### config.mk
export PLATFORM = sky130hd
export DESIGN_NAME = pipeline_control
export DESIGN_NICKNAME = d
export VERILOG_FILES = /design/src/rtl/pipeline_control.sv
export SDC_FILE = /design/constraint.sdc
export NUM_CORES = 1
export LEC_CHECK = 0
export ABC_CLOCK_PERIOD_IN_PS = 2000
export CORE_UTILIZATION = 25
export DETAILED_ROUTE_END_ITERATION = 12
export MAX_ROUTING_LAYER = met4
export SLEW_MARGIN = 20
export SYNTH_ARGS = -nofsm -noshare
export SYNTH_HDL_FRONTEND = slang
export SYNTH_SLANG_ARGS = --single-unit
### constraint.sdc
create_clock -name clk -period 2 [get_ports clk]
set_clock_uncertainty 0.1 [all_clocks]
set_input_delay 0.2 -clock clk [delete_from_list [all_inputs] [get_ports clk]]
set_output_delay 0.2 -clock clk [all_outputs]
set_load 0.01 [all_outputs]
### src/rtl/pipeline_control.sv
// pipeline_control: stall/flush/enable control for a 5-stage pipe with load-use detection and a multi-cycle mul/div occupancy FSM.
// Optional macro PIPELINE_CONTROL_PERF_CNT_EN adds stall_cycles/flush_events counters.
`ifndef MEM_LOAD
`define MEM_LOAD 2'b01
`endif

module pipeline_control #(
    parameter int LOAD_LATENCY = 1,
    parameter int MUL_CYCLES = 4,
    parameter int DIV_CYCLES = 32
) (
    input  logic       clk,
    input  logic       rst,
    input  logic [4:0] id_rs,
    input  logic [4:0] id_rt,
    input  logic       id_use_rs,
    input  logic       id_use_rt,
    input  logic [4:0] ex_reg_dest,
    input  logic [1:0] ex_mem_type,
    input  logic [4:0] mem_reg_dest,
    input  logic [1:0] mem_mem_type,
    input  logic [1:0] ex_md_op,
    input  logic       mem_stall,
    input  logic       exception_flush,
    input  logic       branch_flush,
    output logic       pc_en,
    output logic       if_id_en,
    output logic       id_ex_en,
    output logic       ex_mem_en,
    output logic       mem_wb_en,
    output logic       if_id_flush,
    output logic       id_ex_flush,
    output logic       ex_mem_flush,
    output logic       md_busy,
    output logic       md_done
`ifdef PIPELINE_CONTROL_PERF_CNT_EN
    ,
    output logic [31:0] stall_cycles,
    output logic [31:0] flush_events
`endif
);
    localparam int MAXC = DIV_CYCLES > MUL_CYCLES ? DIV_CYCLES : MUL_CYCLES;
    localparam int CW = $clog2(MAXC);

    typedef enum logic [1:0] {IDLE, BUSY, DONE} md_state_t;

    md_state_t      state;
    logic [CW-1:0]  cnt;
    logic [CW-1:0]  md_ld;
    logic           md_start;
    logic           ex_hit;
    logic           mem_hit;
    logic           load_use;

    assign ex_hit = ex_mem_type == `MEM_LOAD && ex_reg_dest != 5'd0 &&
                    ((id_use_rs && id_rs == ex_reg_dest) || (id_use_rt && id_rt == ex_reg_dest));
    assign mem_hit = mem_mem_type == `MEM_LOAD && mem_reg_dest != 5'd0 &&
                     ((id_use_rs && id_rs == mem_reg_dest) || (id_use_rt && id_rt == mem_reg_dest));
    assign load_use = ex_hit || (LOAD_LATENCY == 2 && mem_hit);
    assign md_start = ex_md_op == 2'b01 || ex_md_op == 2'b10;
    assign md_ld = ex_md_op == 2'b01 ? CW'(MUL_CYCLES - 2) : CW'(DIV_CYCLES - 2);
    assign md_busy = state == BUSY;
    assign md_done = state == DONE;

    // Mul/div occupancy: the busy phase lasts (cycles-2) so start + busy + done spans the full op
    always_ff @(posedge clk or posedge rst) begin
        if (rst) begin
            state <= IDLE;
            cnt <= '0;
        end else if (!mem_stall && exception_flush) begin
            state <= IDLE;
            cnt <= '0;
        end else begin
            case (state)
                BUSY: begin
                    cnt <= cnt - 1'b1;
                    if (cnt == CW'(1)) state <= DONE;
                end
                DONE: if (!mem_stall) begin
                    state <= md_start ? (md_ld == '0 ? DONE : BUSY) : IDLE;
                    cnt <= md_start ? md_ld : '0;
                end
                default: if (md_start && !mem_stall) begin
                    state <= md_ld == '0 ? DONE : BUSY;
                    cnt <= md_ld;
                end
            endcase
        end
    end

    // Stage control: freeze > exception > mul/div stall > load-use stall > branch redirect
    always_comb begin
        {pc_en, if_id_en, id_ex_en, ex_mem_en, mem_wb_en} = 5'b11111;
        {if_id_flush, id_ex_flush, ex_mem_flush} = 3'b000;
        if (mem_stall) begin
            {pc_en, if_id_en, id_ex_en, ex_mem_en, mem_wb_en} = 5'b00000;
        end else if (exception_flush) begin
            {if_id_flush, id_ex_flush, ex_mem_flush} = 3'b111;
        end else if (md_busy) begin
            {pc_en, if_id_en, id_ex_en} = 3'b000;
            ex_mem_flush = 1'b1;
        end else if (load_use) begin
            {pc_en, if_id_en} = 2'b00;
            id_ex_flush = 1'b1;
        end else if (branch_flush) begin
            if_id_flush = 1'b1;
        end
    end

`ifdef PIPELINE_CONTROL_PERF_CNT_EN
    // Free-running event counters, wrapping naturally at 2^32
    always_ff @(posedge clk or posedge rst) begin
        if (rst) begin
            stall_cycles <= '0;
            flush_events <= '0;
        end else begin
            stall_cycles <= stall_cycles + {31'd0, ~pc_en};
            flush_events <= flush_events + {31'd0, if_id_flush | id_ex_flush | ex_mem_flush};
        end
    end
`endif
endmodule
# --- Word level (Yosys, flattened, before mapping) ---
# Cells that the tools add are included.
op_classes:
  add_sub_neg: 1
  n_eq_ne: 10
  mux: 33
  reduce_logical: 14
ops:
  columns: ["op", "n"]
  rows:
  - ["5-bit 2-to-1 mux", 5]
  - ["1-bit 2-to-1 mux", 20]
  - ["2-bit 2-to-1 mux", 6]
  - ["5-bit equality test", 2]
  - ["5-bit one-hot mux with 2 select lines", 1]
  - ["2-bit by 1-bit equality test with 1-bit output, second input constant", 3]
  - ["1-bit logical AND", 6]
  - ["5-bit by 1-bit equality test with 1-bit output, second input constant", 1]
  - ["5-bit logical NOT", 1]
  - ["5-bit nonzero test", 1]
  - ["5-bit by 1-bit subtractor with 5-bit output, second input constant", 1]
  - ["2-bit equality test, second input constant", 2]
  - ["2-bit one-hot mux with 2 select lines", 1]
  - ["4-bit nonzero test", 1]
  - ["3-bit by 1-bit != test with 1-bit output, second input constant", 1]
  - ["3-bit by 2-bit != test with 1-bit output, second input constant", 1]
  - ["3-bit AND reduction", 1]
  - ["1-bit logical OR", 2]
  - ["2-bit AND reduction", 1]
  - ["1-bit logical NOT", 1]
totals:
  register_bits: 7
  out_inout_bits: 10
  wordCells: 60

# --- Longest topological paths before layout ---
# Gate-level depths: netlist of run 1.
depth:
  word_depth: 8
  ltp_mapped: 8
  depth_no_buf: 6

# --- Least setup slack after synthesis of run 1 ---
# Ideal clock, no wire load.
synth_timing:
  kind: "register to register"
  start: "register state[0]"
  end: "register state[0]"
  setup_ns: 0.122
  arrival_ns: 1.562
  setup_slack_ns: 0.216
  stages_incl_launch_ff: 9
  n_path_buf: 2
  period_less_slack_ns: 1.784
  path_cell_list: "dfrtp_1 inv_1 ha_1 clkbuf_1 a21o_1 o21ai_1 buf_2 o21ai_0 a32o_1"
synth_between:
  elab_chain_cells: 3
  word_cells_on_any_way: 8
  cone_classes: "eq/ne (4); mux (2); reduce/logical (2)"
synth_lines:
  columns: ["element", "line", "text"]
  rows:
  - ["from (decl)", "47", "md_state_t state;"]
  - ["from (signal assigned)", "80", "state <= md_start ? (md_ld == '0 ? DONE : BUSY) : IDLE;"]
  - ["from (signal assigned)", "84", "state <= md_ld == '0 ? DONE : BUSY;"]
  - ["2-bit by 1-bit equality test with 1-bit output / 2-bit equality test (equally long branches)", "74", "case (state)"]
  - ["3-bit by 1-bit != test with 1-bit output (no line) (tied with other cells)", null, null]
  - ["3-bit AND reduction (no line) / 2-bit 2-to-1 mux (equally long branches)", null, null]
# Parallel ways exist; a longest one is shown, timed or not.
# A chain may end at the register's enable or synchronous reset.

# --- Worst setup path in the final report of run 1 ---
layout_timing:
  start: "register state[0]"
  end: "output md_done"
layout_between:
  elab_chain_cells: 1
layout_lines:
  columns: ["element", "line", "text"]
  rows:
  - ["2-bit equality test", "63", "assign md_done = state == DONE;"]
  - ["to (decl)", "35", "output logic md_done"]
# Every way passes these cells.

==> key figures, run 1 <==
Drt
  – Initial detailed-routing violation count: 7
  – Vias: 806
  – Wire per inst: 12.8 um
  – Antenna Nets Post-Route: 0
  – DRC: 0
  – DR pass1 iterations: 3
  – Detailed Route WL: 2210 um
  – Via-per-instance ratio: 4.66

Logic synthesis
  – Syn_nets: 131
  – Synth Area in Adders: 10.2%
  – #FFs+latches synth: 7
  – Post-synthesis sequential area ratio: 23.8%
  – Compound-Gate Fraction of Synth Area: 26.2%
  – Netlist cell types: 33
  – Largest family of logic cells by synthesized area: compound AO/OA/AOI/OAI gates
  – Mux contribution to synthesized area: 1.36%
  – Post-synthesis simple-gate area fraction: 17.2%
  – Mapped cell area: 736 sq um
  – XOR/XNOR Fraction of Synth Area: 11.9%
  – Mean Syn Cell Area: 8.00 sq um
  – Yosys warns: 0
  – Synth Instances: 92

Critical path
  – Worst path max stage delay: 0.60 ns
  – WP data arrival: 1.62 ns
  – Worst Path Max Fanout: 8
  – Critical setup path kind: reg -> out
  – Slowest cell on crit path: clkdlybuf4s50_1
  – Setup crit end kind: output pin
  – Worst Setup Start Kind: flop
  – Worst EP required: 1.70 ns
  – Crit-path cells: inv_1 -> ha_1 -> clkdlybuf4s50_1

Place
  – Hpwl dp: 1800 um
  – Gpl congestion: 0.833
  – DP Area: 1210 sq um
  – I/O Buffers: 35
  – Placed cells: 169
  – Pre-CTS WS: -0.482 ns

Timing
  – Final Cycle Share: 96.2%
  – Worst setup margin: 0.0766 ns
  – Final min period: 1.92 ns
  – Post-route setup TNS: 0 ns
  – Max Fclk: 0.520 GHz
  – Max_slew headroom: 65.3%
  – Setup-failing EPs final: 0
  – Hold Vio Cnt, Final: 0
  – Measured slew at the worst slew-check pin: 0.513 ns
  – RSZ-0062 raised after global routing: no
  – WHS: 0.0795 ns
  – Max Slew Vio Count: 0

Global route
  – Total Routing Usage GR: 15.1%
  – Antenna violations before repair: 0
  – First-pass GRT wire length: 3660 um
  – GR Overflow Total: 0
  – Pin count of the biggest net entering global routing: 13
  – Vias in the first global route: 827

Power
  – Maximum vdd drop: 651 uV
  – P_leak: 0.563 nW
  – Power Dens Cells: 883 nW/um^2
  – Total power: 1.10 mW

Layout
  – N_diodes: 0
  – Synthesis-to-layout area growth: 68.9%
  – Layout cell share with drive strength beyond 1: 19.0%
  – Final net count: 182
  – # fillers: 277
  – Most common cell after layout, fill and taps aside: clkdlybuf4s50_1
  – Post-layout util: 44.7%
  – Final Cell Area: 1240 sq um
  – Most frequent cells in the layout: clkdlybuf4s50_1 (25), buf_4 (15), inv_1 (11), xnor2_1 (10), nand2_1 (8)
  – Post-route insts no fill: 173

Clocking
  – CTS Sinks: 7
  – Max clock buf depth: 2
  – Post-CTS setup repair buffer count: 0
  – Reg clk slew, reported paths: 0.06 ns
  – Worst-skew pair later-pin latency: 0.26 ns
  – H-tree depth: 1
  – CTS tree: yes
  – Post-CTS Hold Fix Bufs: 0
  – CTS root buffer: clkbuf_4
  – CTS buffer count: 3

Floorplanning
  – Io pins: 43
  – Die W: 56.2 um
  – Core Footprint: 2780 sq um
  – Starting Density: 26.5%
  – Die H: 56.2 um
  – FP Rows: 19
  – Die area: 3160 sq um

Outcome
  – Status: completed

Min path
  – HP Class: in -> async

Job
  – MaxCap Viol Count: 0
-- critical path: cells and delay by family, from the launching register on --
family	cells	cell delay, ns
fa+ha+maj	1	0.29
flops	1	0.40
buf+inv	2	0.67
-- sequential cells by signal (all words and copies together), names as in the netlist --
register  flops
state         2
cnt           5
-- cell usage after synthesis (all sizes together) --
cell type | instances | area (sq um)
a211o | 1 | 8.76
and2 | 1 | 6.26
ha | 6 | 75.1
inv | 12 | 45.0
a31oi | 3 | 18.8
buf | 3 | 20.0
o31ai | 2 | 15.0
xnor2 | 10 | 87.6
nand4 | 3 | 18.8
nor3b | 2 | 15.0
a311oi | 1 | 8.76
nor3 | 2 | 10.0
o211ai | 1 | 7.51
a41o | 1 | 10.0
mux2i | 1 | 10.0
dfrtp | 7 | 175
or4 | 1 | 7.51
nand2b | 1 | 6.26
nand3b | 1 | 7.51
nor4b | 1 | 8.76
a21o | 1 | 7.51
o21ai | 7 | 35.0
o22ai | 2 | 12.5
o311a | 2 | 20.0
a21oi | 6 | 30.0
clkbuf | 1 | 3.75
nor2 | 1 | 3.75
nand2 | 8 | 30.0
nor2b | 2 | 12.5
a32o | 1 | 10.0
a22o | 1 | 8.76
-- cells by family (layout without fill, tap and decap cells) --
logic type	after synthesis	count (layout)
mux	1	1
fa+ha+maj	6	6
simple gates	23	23
compound gates	29	29
xor+xnor	10	10
flops	7	7
buf+inv	16	66
-- what timing repair did --
item                                    4_1_cts  5_1_grt
endpoints found under the setup margin        6        5
resized for setup                            24        5
pin swaps                                     5        3
-- final timing paths --
kind	start	end	slack [ns]	cells past startpoint
setup / recovery	state[0]	md_done	0.08	3
hold / removal	rst	cnt[0]	0.08	2
setup reg to reg	state[1]	state[0]	0.16	7
hold reg to reg	state[0]	state[0]	0.46	1
max in group asynchronous	rst	cnt[2]	1.48	2
min in group clk	state[0]	state[0]	0.46	1
-- power breakdown --
group	leakage, nW	switching, mW	total [mW]	internal, mW
registers	0.0877	0.0568	0.264	0.207
clock network	0.0150	0.0628	0.140	0.0768
logic	0.460	0.340	0.693	0.353
total	0.563	0.460	1.10	0.637
-- layer usage --
metal | wire, um | GRT usage, % | vias to the layer above
met5 | 0 | - | -
met2 | 1110 | 26.5 | 11
met4 | 16 | 3.14 | 0
met3 | 46 | 1.16 | 2
met1 | 1040 | 18.9 | 364
li1 | - | - | 429
-- layout make-up --
class                      count  area [sq um]  area share [%]
timing repair buffer          50           443            35.6
clock buffer                   4          26.3            2.11
tap                           31          38.8            3.12
multi-input combinational     69           514            41.4
sequential                     7           175            14.1
inverter                      12          45.0            3.63
No activity file was read; power rests on OpenSTA's default activity.
==> run 2: changes to the inputs <==
--- a/config.mk
+++ b/config.mk
@@ -5,7 +5,7 @@
 export SDC_FILE = /design/constraint.sdc
 export NUM_CORES = 1
 export LEC_CHECK = 0
-export ABC_CLOCK_PERIOD_IN_PS = 2000
+export ABC_CLOCK_PERIOD_IN_PS = 1600
 export CORE_UTILIZATION = 25
 export DETAILED_ROUTE_END_ITERATION = 12
 export MAX_ROUTING_LAYER = met4
==> constraint.sdc (replaced) <==
create_clock -name clk -period 1.6 [get_ports clk]
set_clock_uncertainty 0.1 [all_clocks]
set_input_delay 0.16 -clock clk [delete_from_list [all_inputs] [get_ports clk]]
set_output_delay 0.16 -clock clk [all_outputs]
set_load 0.01 [all_outputs]
==> key figures, run 2 (synthesis gave the netlist of run 1 again) <==
Outcome
  – Status: finished, violations left
  – Failing checks: setup timing

Drt
  – Antenna Nets Post-Route: 0 (unchanged)
  – DRC: 0 (unchanged)
  – Detailed Route WL: 2540 um (+15%)
  – DR pass1 iterations: 4 (+1)
  – Via-per-instance ratio: 5.09 (+9.3%)
  – Initial detailed-routing violation count: 13 (+6)
  – Vias: 942 (+17%)
  – Wire per inst: 13.7 um (+7.2%)

Timing
  – Hold Vio Cnt, Final: 0 (unchanged)
  – Max Slew Vio Count: 0 (unchanged)
  – WHS: 0.0423 ns (-0.0372 ns)
  – Setup-failing EPs final: 5 (+5)
  – Max Fclk: 0.612 GHz
  – RSZ-0062 raised after global routing: yes
  – Worst setup margin: -0.0347 ns (-0.111 ns)
  – Final Cycle Share: 102%
  – Max_slew headroom: 79.9% (+15 points)
  – Post-route setup TNS: -0.0929 ns (-0.0929 ns)
  – Measured slew at the worst slew-check pin: 0.299 ns (-0.214 ns)
  – Final min period: 1.63 ns

Critical path
  – Setup crit end kind: output pin
  – WP data arrival: 1.37 ns (-0.25 ns)
  – Top delay family on crit path: flip-flops
  – Critical setup path kind: reg -> out
  – Critical path depth: 6 (+3)
  – Worst reg2reg path depth: 7 (unchanged)
  – Worst path most repeated cell: buf_6
  – Worst Setup Start Kind: flop
  – Slowest cell on crit path: dfrtp_1
  – Crit-path cells: inv_1 -> ha_2 -> inv_2 -> buf_6 -> a41o_1 -> buf_6
  – Worst R2R Setup Slack: -0.03 ns (-0.19 ns)
  – Worst EP required: 1.34 ns (-0.36 ns)
  – RR Startpoint: state[1]
  – Worst Path Max Fanout: 4 (-4)
  – Worst path max stage delay: 0.37 ns (-0.23 ns)
  – Worst R2R End: cnt[4]
  – WP buf/inv: 4 (+2)

Layout
  – Top Registers: cnt x5, state x2
  – Max reg flops: 5 (unchanged)
  – Biggest register: cnt
  – Final net count: 194 (+6.6%)
  – N_diodes: 0 (unchanged)
  – Most common cell after layout, fill and taps aside: buf_4
  – Layout cell share with drive strength beyond 1: 39.0% (+20 points)
  – Most frequent cells in the layout: buf_4 (23), clkdlybuf4s50_1 (11), dlygate4sd2_1 (11), inv_1 (10), xnor2_1 (9)
  – Synthesis-to-layout area growth: 95.9%

Global route
  – Antenna violations before repair: 0 (unchanged)
  – First-pass GRT wire length: 4050 um (+11%)
  – GR Overflow Total: 0 (unchanged)
  – Total Routing Usage GR: 16.6% (+1.6 points)
  – Vias in the first global route: 973 (+18%)
  – Pin count of the biggest net entering global routing: 9 (-4)

Place
  – I/O Buffers: 35 (unchanged)
  – Gpl congestion: 0.852 (+2.2%)
  – Hpwl dp: 1910 um (+5.9%)

Floorplanning
  – Die H: 56.2 um (unchanged)
  – Io pins: 43 (unchanged)
  – Core Footprint: 2780 sq um (unchanged)
  – Die W: 56.2 um (unchanged)
  – Starting Density: 26.5% (unchanged)
  – Die area: 3160 sq um (unchanged)
  – FP Rows: 19 (unchanged)

Clocking
  – CTS root buffer: clkbuf_4
  – CTS buffer count: 3 (unchanged)
  – H-tree depth: 1 (unchanged)
  – CTS Sinks: 7 (unchanged)
  – Max clock buf depth: 2 (unchanged)
  – Reg clk slew, reported paths: 0.05 ns (about the same)
  – Post-CTS Hold Fix Bufs: 0 (unchanged)
  – CTS tree: yes
  – Worst-skew pair later-pin latency: 0.25 ns (about the same)

Power
  – Power Dens Cells: 1220 nW/um^2 (+38%)
  – Maximum vdd drop: 1140 uV (+75%)
  – P_leak: 0.660 nW (+17%)

Job
  – MaxCap Viol Count: 0 (unchanged)

Min path
  – HP Class: in -> async
-- run 2: cell count changes in the layout (fill, tap and decap cells not counted), moves of 6 or more --
cell	delta
buf_6	+6
buf_4	+8
clkdlybuf4s50_1	-14
dlygate4sd2_1	+7
-- run 2: timing repair --
action / CTS / global route
hold endpoints to repair: 0 / 0
buffers inserted: 1 / 1
setup endpoints to repair: 17 / 16
gates resized for setup: 67 / 21
pin swaps: 21 / 12
-- run 2: how the worst max path moves through the flow --
stage                  endpoint            from
floorplan              state[0]        state[1]
global placement    if_id_flush  ex_reg_dest[1]
detailed placement  if_id_flush  ex_reg_dest[1]
CTS                 if_id_flush        state[1]
global route             cnt[4]        state[0]
finish              id_ex_flush        state[1]
-- run 2: through the flow --
| step | power, mW | utilization, % | setup slack, ns | cells | area (sq um) |
|---|---|---|---|---|---|
| after floorplan | 0.902 | - | -0.0666 | 92 | 758 |
| after global placement | 1.31 | 46.8 | -0.779 | 180 | 1300 |
| after detailed placement | 1.33 | 46.8 | -0.779 | 180 | 1300 |
| after CTS | 1.56 | 48.6 | -0.0379 | 184 | 1350 |
| after global routing | 1.89 | 51.8 | -0.0959 | 185 | 1440 |
| final | 1.75 | 51.8 | -0.0347 | 185 | 1440 |
-- run 2: layer usage --
| layer | GRT usage [%] | wire [um] | up-vias | part of all wire [%] |
|---|---|---|---|---|
| met5 | - | 0 | - | 0 |
| met2 | 28.2 | 1290 | 26 | 51 |
| li1 | - | - | 457 | - |
| met1 | 19.9 | 1090 | 453 | 43 |
| met4 | 2.44 | 29 | 0 | 1.1 |
| met3 | 4.88 | 126 | 6 | 5.0 |
-- run 2: cell type report --
type,instances,area [sq um]
Timing Repair Buffer,62,527
Multi-Input combinational cell,69,627
Clock buffer,4,26.3
Tap cell,31,38.8
Sequential cell,7,175
Inverter,12,47.5
Fill cell,271,1340
-- run 2: power breakdown --
part / switching (mW) / internal, mW / leakage [nW]
combinational: 0.585 / 0.668 / 0.557
clock: 0.0629 / 0.0950 / 0.0150
sequential: 0.0838 / 0.259 / 0.0877
==> run 3: changes to the inputs <==
--- a/config.mk
+++ b/config.mk
@@ -5,6 +5,7 @@
 export SDC_FILE = /design/constraint.sdc
 export NUM_CORES = 1
 export LEC_CHECK = 0
+export ABC_AREA = 0
 export ABC_CLOCK_PERIOD_IN_PS = 1600
 export CORE_UTILIZATION = 25
 export DETAILED_ROUTE_END_ITERATION = 12
==> results of run 3 <==
Final layout, timing and power as in run 2 (identical DEF).
